==> src/rtl/pipe_mult_sel.sv <==
// Three-stage multiply / extend / invert datapath with valid/ready handshaking.
// Each item's mode and invert flag travel with its operands so they stay aligned under stalls.
module pipe_mult_sel #(
   parameter int A_W   = 4,
   parameter int B_W   = 2,
   parameter int OUT_W = 8
) (
   input  logic             clk,
   input  logic             res,
   input  logic             flush,
   input  logic             in_valid,
   output logic             in_ready,
   input  logic [A_W-1:0]   in_a,
   input  logic [B_W-1:0]   in_b,
   input  logic [1:0]       in_mode,
   input  logic             in_inv,
   output logic             out_valid,
   input  logic             out_ready,
   output logic [OUT_W-1:0] out_data
);

   generate
      if (OUT_W < A_W + B_W) begin : g_bad_width
         $error("pipe_mult_sel: OUT_W must be at least A_W+B_W");
      end
   endgenerate

   function automatic logic [OUT_W-1:0] compute(input logic [A_W-1:0] a,
                                                input logic [B_W-1:0] b,
                                                input logic [1:0]     mode);
      logic        [A_W+B_W-1:0] prod_u;
      logic signed [A_W+B_W-1:0] prod_s;
      logic signed [A_W-1:0]     a_s;
      prod_u = {{B_W{1'b0}}, a} * {{A_W{1'b0}}, b};
      prod_s = $signed({{B_W{a[A_W-1]}}, a}) * $signed({{A_W{b[B_W-1]}}, b});
      a_s    = $signed(a);
      case (mode)
         2'b00:   compute = OUT_W'(prod_u);
         2'b01:   compute = OUT_W'(prod_s);
         2'b10:   compute = OUT_W'(a_s);
         default: compute = OUT_W'(a);
      endcase
   endfunction

   logic             vld_p1, vld_p2, vld_p3;
   logic             rdy_p1, rdy_p2, rdy_p3;
   logic [A_W-1:0]   a_p1;
   logic [B_W-1:0]   b_p1;
   logic [1:0]       mode_p1;
   logic             inv_p1, inv_p2;
   logic [OUT_W-1:0] r_p2;
   logic [OUT_W-1:0] data_p3;

   assign rdy_p3    = ~vld_p3 | out_ready;
   assign rdy_p2    = ~vld_p2 | rdy_p3;
   assign rdy_p1    = ~vld_p1 | rdy_p2;
   assign in_ready  = rdy_p1;
   assign out_valid = vld_p3;
   assign out_data  = data_p3;

   // Stage 1: operand capture
   always_ff @(posedge clk or negedge res) begin
      if (!res) begin
         vld_p1  <= 1'b0;
         a_p1    <= '0;
         b_p1    <= '0;
         mode_p1 <= '0;
         inv_p1  <= 1'b0;
      end else if (flush) begin
         vld_p1 <= 1'b0;
      end else if (rdy_p1) begin
         vld_p1 <= in_valid;
         if (in_valid) begin
            a_p1    <= in_a;
            b_p1    <= in_b;
            mode_p1 <= in_mode;
            inv_p1  <= in_inv;
         end
      end
   end

   // Stage 2: mode-selected multiply or extend
   always_ff @(posedge clk or negedge res) begin
      if (!res) begin
         vld_p2 <= 1'b0;
         r_p2   <= '0;
         inv_p2 <= 1'b0;
      end else if (flush) begin
         vld_p2 <= 1'b0;
      end else if (rdy_p2) begin
         vld_p2 <= vld_p1;
         if (vld_p1) begin
            r_p2   <= compute(a_p1, b_p1, mode_p1);
            inv_p2 <= inv_p1;
         end
      end
   end

   // Stage 3: optional inversion into the output register
   always_ff @(posedge clk or negedge res) begin
      if (!res) begin
         vld_p3  <= 1'b0;
         data_p3 <= '0;
      end else if (flush) begin
         vld_p3 <= 1'b0;
      end else if (rdy_p3) begin
         vld_p3 <= vld_p2;
         if (vld_p2) begin
            data_p3 <= inv_p2 ? ~r_p2 : r_p2;
         end
      end
   end

endmodule

==> config.mk <==
export PLATFORM = sky130hd
export DESIGN_NAME = pipe_mult_sel
export DESIGN_NICKNAME = d
export VERILOG_FILES = /design/src/rtl/pipe_mult_sel.sv
export SDC_FILE = /design/constraint.sdc
export NUM_CORES = 1
export LEC_CHECK = 0
export CAP_MARGIN = 15
export CORE_ASPECT_RATIO = 0.6
export CORE_MARGIN = 10
export CORE_UTILIZATION = 53
export DETAILED_ROUTE_END_ITERATION = 12
export PLACE_DENSITY = 0.89
export RECOVER_POWER = 25
export SYNTH_ARGS = -nofsm -noshare
export SYNTH_HDL_FRONTEND = slang
export SYNTH_SLANG_ARGS = --single-unit
export TNS_END_PERCENT = 1
==> constraint.sdc <==
create_clock -name clk -period 2.95 [get_ports clk]
set_clock_uncertainty 0.1 [all_clocks]
set_input_delay 0.59 -clock clk [delete_from_list [all_inputs] [get_ports clk]]
set_output_delay 0.59 -clock clk [all_outputs]
set_load 0.05 [all_outputs]
==> reports/results.txt, run 1 <==
RSZ-0062 raised after global routing - false
vias per cell - 5.41
drt total wl - 3350 µm
status - finished clean
Routed Antenna Nets - 0
fraction of layout cells with a size suffix above 1 - 0.0971
Mapped Area - 1560 µm²
period utilization - 0.820
WL per Instance - 15.4 µm
worst hold endpoint - inv_p2
pin count of the biggest net entering global routing - 28
Yosys top cell area share - 0.433
pins over their slew limit - 0
syn_area_per_cell - 10.2 µm²
# setup viols final - 0
Worst-Margin Slew - 1440 ps
largest area contributor in the netlist - dfrtp_1
clock root buffer - clkbuf_8
Crit Path Max Fanout - 9
Worst EP arrival - 2530 ps
total power - 1.29 mW
clock latency reported for the late side of the worst-skew pair - 260 ps
drt first pass iters - 4
post_cts resized - 0
area grow syn2layout - 19.4%
critical path cell sequence - inv_1 -> nor2_1 -> ha_1 -> ha_1 -> fa_1 -> xor2_1 -> nand2_1 -> a211o_1 -> nand3_1
crit path kind - reg2reg
CP endpoint kind - register
CP Data Required Time - 3060 ps
Worst Hold Depth - 2
fmax - 413 MHz
Reg-to-Reg End - r_p2[4]
Core Area - 2830 µm²
IO buf count - 23
Mapped Cells - 153
fin util - 0.657
CTS tree - done
Rows - 15
via count of the routed design - 1,173
top cells by count, synth - 27 x dfrtp_1, 17 x nor2_1, 14 x nand2_1
Slew headroom - 0.0409
leakage power - 0.838 nW
Most used DFF post-synth - dfrtp_1
Peak supply drop - 0.000317 V
Worst path top cell family by delay - adder cells
Yosys cell types - 34
number of synthesized register bits - 27
I/O pin count - 24
Worst R2R Start - b_p1[1]
Worst Path Buf+Inv - 1
Longest Clk Path Bufs - 2
Die ar. - 5580 µm²
Setup TNS - 0 ps
vias in the first global route - 1,199
HP Start - inv_p1
final layout net count - 201
fin crit period - 2420 ps
htree depth - 1
DRC viols - 0
Final Hold Fails - 0
worst reg2reg path depth - 9
setup slack, reg-to-reg - 530 ps
most instantiated library cell after synthesis - dfrtp_1
Post-CTS Setup Bufs - 0
power per cell area - 694 nW/µm²
CP startpoint kind - register
Total GRT Usage - 0.127
CTS sink count - 27
Synth Warn # - 0
Horiz. Die Dim - 90.0 µm
Crit path largest cell delay - 460 ps
net count after synthesis - 178
DIE HEIGHT - 62.0 µm
CTS buffer count - 3
fin area - 1860 µm²
clk slew on worst S/H paths - 90 ps
Hold Crit Class - reg2reg
CP dominant cell by count - ha_1
GP Congestion - 0.910
grt total ovfl - 0
CTS Hold Bufs - 0
async set-reset flop share out of synthesis - 1.00
EDFF count, synth - 0
Max Cap Violations - 0
first-pass GRT wire length - 5730 µm
Ant. Diodes - 0
DPL Wire Length - 2600 µm
initial antenna violation count - 0
dpl cell area - 1820 µm²
Synth area leaders - dfrtp_1 43%, mux2_2 7.2%, ha_1 6.4%
1st-iter DRT viols - 74
Crit-path slowest cell - dfrtp_1
Initial Util - 0.550
Seq/Total Area, Yosys - 0.433
==> cells by family after synthesis <==
logic type | Yosys count | share of synthesized area
flip-flops | 27 | 0.433
multiplexers | 14 | 0.0979
buffers and inverters | 14 | 0.0465
adder cells (fa/ha/maj) | 11 | 0.103
AND/OR/NAND/NOR | 50 | 0.163
AO/OA/AOI/OAI | 28 | 0.106
XOR/XNOR | 9 | 0.0506
==> worst max-delay path by stage <==
stage,startpoint,to,cells past startpoint
6_report,b_p1[1],r_p2[4],9
5_1_grt,b_p1[1],r_p2[5],8
4_1_cts,b_p1[1],r_p2[4],9
3_5_place_dp,out_ready,r_p2[5],5
3_3_place_gp,out_ready,r_p2[5],5
2_1_floorplan,b_p1[1],r_p2[4],9
==> worst min-delay path, stage by stage, from the launching register on <==
cell and delay (ps):
dfrtp_1 350, nand2_1 50, nand2_1 50
==> per-stage QoR <==
stage                     worst slack [ps]  cells  hold WS (ps)
after global routing                   397    217           414
after global placement                 628    213           353
after CTS                              548    217           383
after detailed placement               569    213           362
final                                  531    217           377
after floorplan                        768    153           194
==> where the power goes <==
group,total (mW),internal [mW],switching (mW)
registers,0.544,0.454,0.0903
clock network,0.207,0.0967,0.110
logic,0.540,0.227,0.313
total,1.29,0.778,0.513
==> routing by layer <==
| metal | global-route usage | part of all wire | vias up |
|---|---|---|---|
| li1 | - | - | 566 |
| met3 | 0.0456 | 0.063 | 4 |
| met5 | 0 | 0 | - |
| met2 | 0.224 | 0.48 | 34 |
| met1 | 0.144 | 0.44 | 569 |
| met4 | 0.0405 | 0.016 | 0 |
==> final cells by class <==
type,instances,area [µm²]
well taps,42,52.6
fillers,219,972
flip-flops and latches,27,676
inverters,7,26.3
multi-input cells,112,811
repair buffers,25,251
clock buffers,4,45.0
==> flip-flops by register name (all words and copies together), names as in the netlist <==
name and count:
inv_p2 1, vld_p1 1, mode_p1 2, out_valid 1, out_data 7, inv_p1 1, vld_p2 1, r_p2 7
b_p1 2, a_p1 4
==> placed cells by master (no fill, tap or decap) <==
master            n
nand2b_1          1
nor2b_1           2
a21o_1            1
nand3_1           3
dfrtp_1          27
and2b_1           1
xor2_1            2
a211oi_1          1
mux2i_1           4
and2_1            4
nand4_1           1
a31oi_1           1
nor2_1           17
fa_1              3
dlygate4sd3_1     1
clkdlybuf4s50_1  21
o21ai_0           6
a211o_1           3
nand3b_2          1
o21a_1            2
ha_1              8
inv_1             7
and3b_1           2
nand2_1          14
nor3b_1           2
clkbuf_1          2
xnor2_1           7
nor3b_2           1
buf_4             1
a21oi_1          13
buf_12            1
o211ai_1          1
or3b_1            1
mux2_2           10
clkbuf_8          3
No activity file was read; power rests on OpenSTA's default activity.
==> run 2: changes to the inputs <==
==> constraint.sdc (replaced) <==
create_clock -name clk -period 2.5 [get_ports clk]
set_clock_uncertainty 0.1 [all_clocks]
set_input_delay 0.5 -clock clk [delete_from_list [all_inputs] [get_ports clk]]
set_output_delay 0.5 -clock clk [all_outputs]
set_load 0.05 [all_outputs]
==> run 2 against run 1 <==
  * Sequential share of layout area shrank 0.13 points
  * Clock-buffer cell count is 1 lower
  * Routed wire length shrank 4.2%
  * Highest routed layer unchanged
  * Sequential power rose by 18%
  * Sequential cell count unchanged
  * Non-clock buffer count rose by 1
  * Cell count grew 0.46%
  * Via count is 0.60% lower
  * Combinational power grew 17%
  * Worst hold slack worse by 8.7 ps
==> reports/results.txt, run 2 (synthesis results as in run 1) <==
vias per cell - 5.35 (-1.1%)
Setup TNS - 0 ps (unchanged)
drt total wl - 3210 µm (-4.2%)
most common cell after layout, fill and taps aside - dfrtp_1
I/O pin count - 24 (unchanged)
Total GRT Usage - 0.124 (-0.00278)
initial antenna violation count - 0 (unchanged)
fraction of layout cells with a size suffix above 1 - 0.114 (+0.0165)
Worst-Margin Slew - 1410 ps (-26.8 ps)
vias in the first global route - 1,191 (-0.67%)
Reg area - 677 µm² (+0.19%)
status - finished clean
# setup viols final - 0 (unchanged)
first-pass GRT wire length - 5580 µm (-2.8%)
crit path kind - reg2reg
Final Hold Fails - 0 (unchanged)
Initial Util - 0.550 (unchanged)
Max Cap Violations - 0 (unchanged)
final layout net count - 202 (+0.50%)
Crit path largest cell delay - 470 ps (about the same)
CP Data Required Time - 2610 ps (-450 ps)
area grow syn2layout - 20.1%
fin crit period - 2380 ps (-34.6 ps)
IO buf count - 23 (unchanged)
clock root buffer - clkbuf_8
Worst path top cell family by delay - adder cells
DRC viols - 0 (unchanged)
CTS tree - done
clk slew on worst S/H paths - 90 ps (about the same)
CP dominant cell by count - ha_1
Multi-input gate area - 811 µm² (unchanged)
Ant. Diodes - 0 (unchanged)
CP endpoint kind - register
Worst EP arrival - 2490 ps (-40 ps)
grt total ovfl - 0 (unchanged)
drt first pass iters - 4 (unchanged)
fin util - 0.660 (+0.00353)
1st-iter DRT viols - 70 (-5.4%)
Peak supply drop - 0.000407 V (+28%)
Routed Antenna Nets - 0 (unchanged)
DIE HEIGHT - 62.0 µm (unchanged)
htree depth - 1 (unchanged)
clock latency reported for the late side of the worst-skew pair - 270 ps (about the same)
Crit Path Max Fanout - 9 (unchanged)
Longest Clk Path Bufs - 2 (unchanged)
most frequent cells in the layout - 26 x dfrtp_1, 21 x clkdlybuf4s50_1, 17 x nor2_1
Crit-path slowest cell - dfrtp_2
Slew headroom - 0.0587 (+0.0179)
CTS sink count - 27 (unchanged)
WL per Instance - 14.7 µm (-4.6%)
power per cell area - 809 nW/µm² (+17%)
pin count of the biggest net entering global routing - 28 (unchanged)
critical path cell sequence - inv_1 -> nor2_1 -> ha_1 -> ha_1 -> fa_1 -> xor2_1 -> nand2_1 -> a211o_1 -> nand3_1
# fillers - 226 (+3.2%)
Hold Crit Class - reg2reg
RSZ-0062 raised after global routing - false
leakage power - 0.845 nW (+0.84%)
Die ar. - 5580 µm² (unchanged)
via count of the routed design - 1,166 (-0.60%)
DPL Wire Length - 2550 µm (-1.7%)
CP startpoint kind - register
Worst Path Buf+Inv - 1 (unchanged)
Horiz. Die Dim - 90.0 µm (unchanged)
GP Congestion - 0.910 (about the same)
pins over their slew limit - 0 (unchanged)
Core Area - 2830 µm² (unchanged)
Rows - 15 (unchanged)
fmax - 419 MHz (+1.4%)
period utilization - 0.954 (+0.134)
CTS Hold Bufs - 0 (unchanged)
CTS buffer count - 3 (unchanged)
run 2: repair_timing:
action                                  CTS  global route
endpoints found under the hold margin     0             0
gates resized for setup                   0             1
endpoints found under the setup margin    0             3
buffers inserted                          0             0
run 2: worst paths after layout:
check                         from  endpoint  slack (ps)  cells past startpoint
max                        b_p1[1]   r_p2[4]         120                      9
min                         inv_p1    inv_p2         370                      2
max reg2reg                b_p1[1]   r_p2[4]         120                      9
min reg2reg                 inv_p1    inv_p2         370                      2
max in group asynchronous      res   b_p1[1]         380                      2
min in group asynchronous      res   r_p2[2]         990                      2
run 2: stage by stage:
stage | hold slack [ps] | setup WS [ps] | power, mW | area, µm² | std cells
3_5_place_dp | 347 | 115 | 1.28 | 1830 | 214
2_1_floorplan | 104 | 318 | 1.08 | 1560 | 153
5_1_grt | 433 | 20.7 | 1.62 | 1870 | 218
4_1_cts | 370 | 89.9 | 1.53 | 1870 | 218
6_report | 368 | 116 | 1.51 | 1870 | 218
3_3_place_gp | 350 | 235 | 1.26 | 1830 | 214
run 2: cell type report:
type / instances / share of cell area
Multi-Input combinational cell: 112 / 0.433
Timing Repair Buffer: 26 / 0.138
Clock inverter: 1 / 0.00267
Tap cell: 42 / 0.0281
Clock buffer: 3 / 0.0221
Sequential cell: 27 / 0.362
Inverter: 7 / 0.0140
run 2: layer usage:
metal / up-vias / routed length, µm / global-route usage
met5: - / 0 / 0
met4: 0 / 91 / 0.0473
met3: 8 / 217 / 0.0408
met2: 51 / 1480 / 0.209
met1: 541 / 1420 / 0.148
li1: 566 / - / -
run 2: tightest hold or removal path, stage by stage, from the launching register on:
cell     delay [ps]
dfrtp_1         350
nand2_1          50
nand2_1          50
run 2: power breakdown:
| part | switching, mW | internal [mW] |
|---|---|---|
| logic | 0.362 | 0.269 |
| registers | 0.104 | 0.536 |
| clock network | 0.131 | 0.112 |
| total | 0.597 | 0.916 |
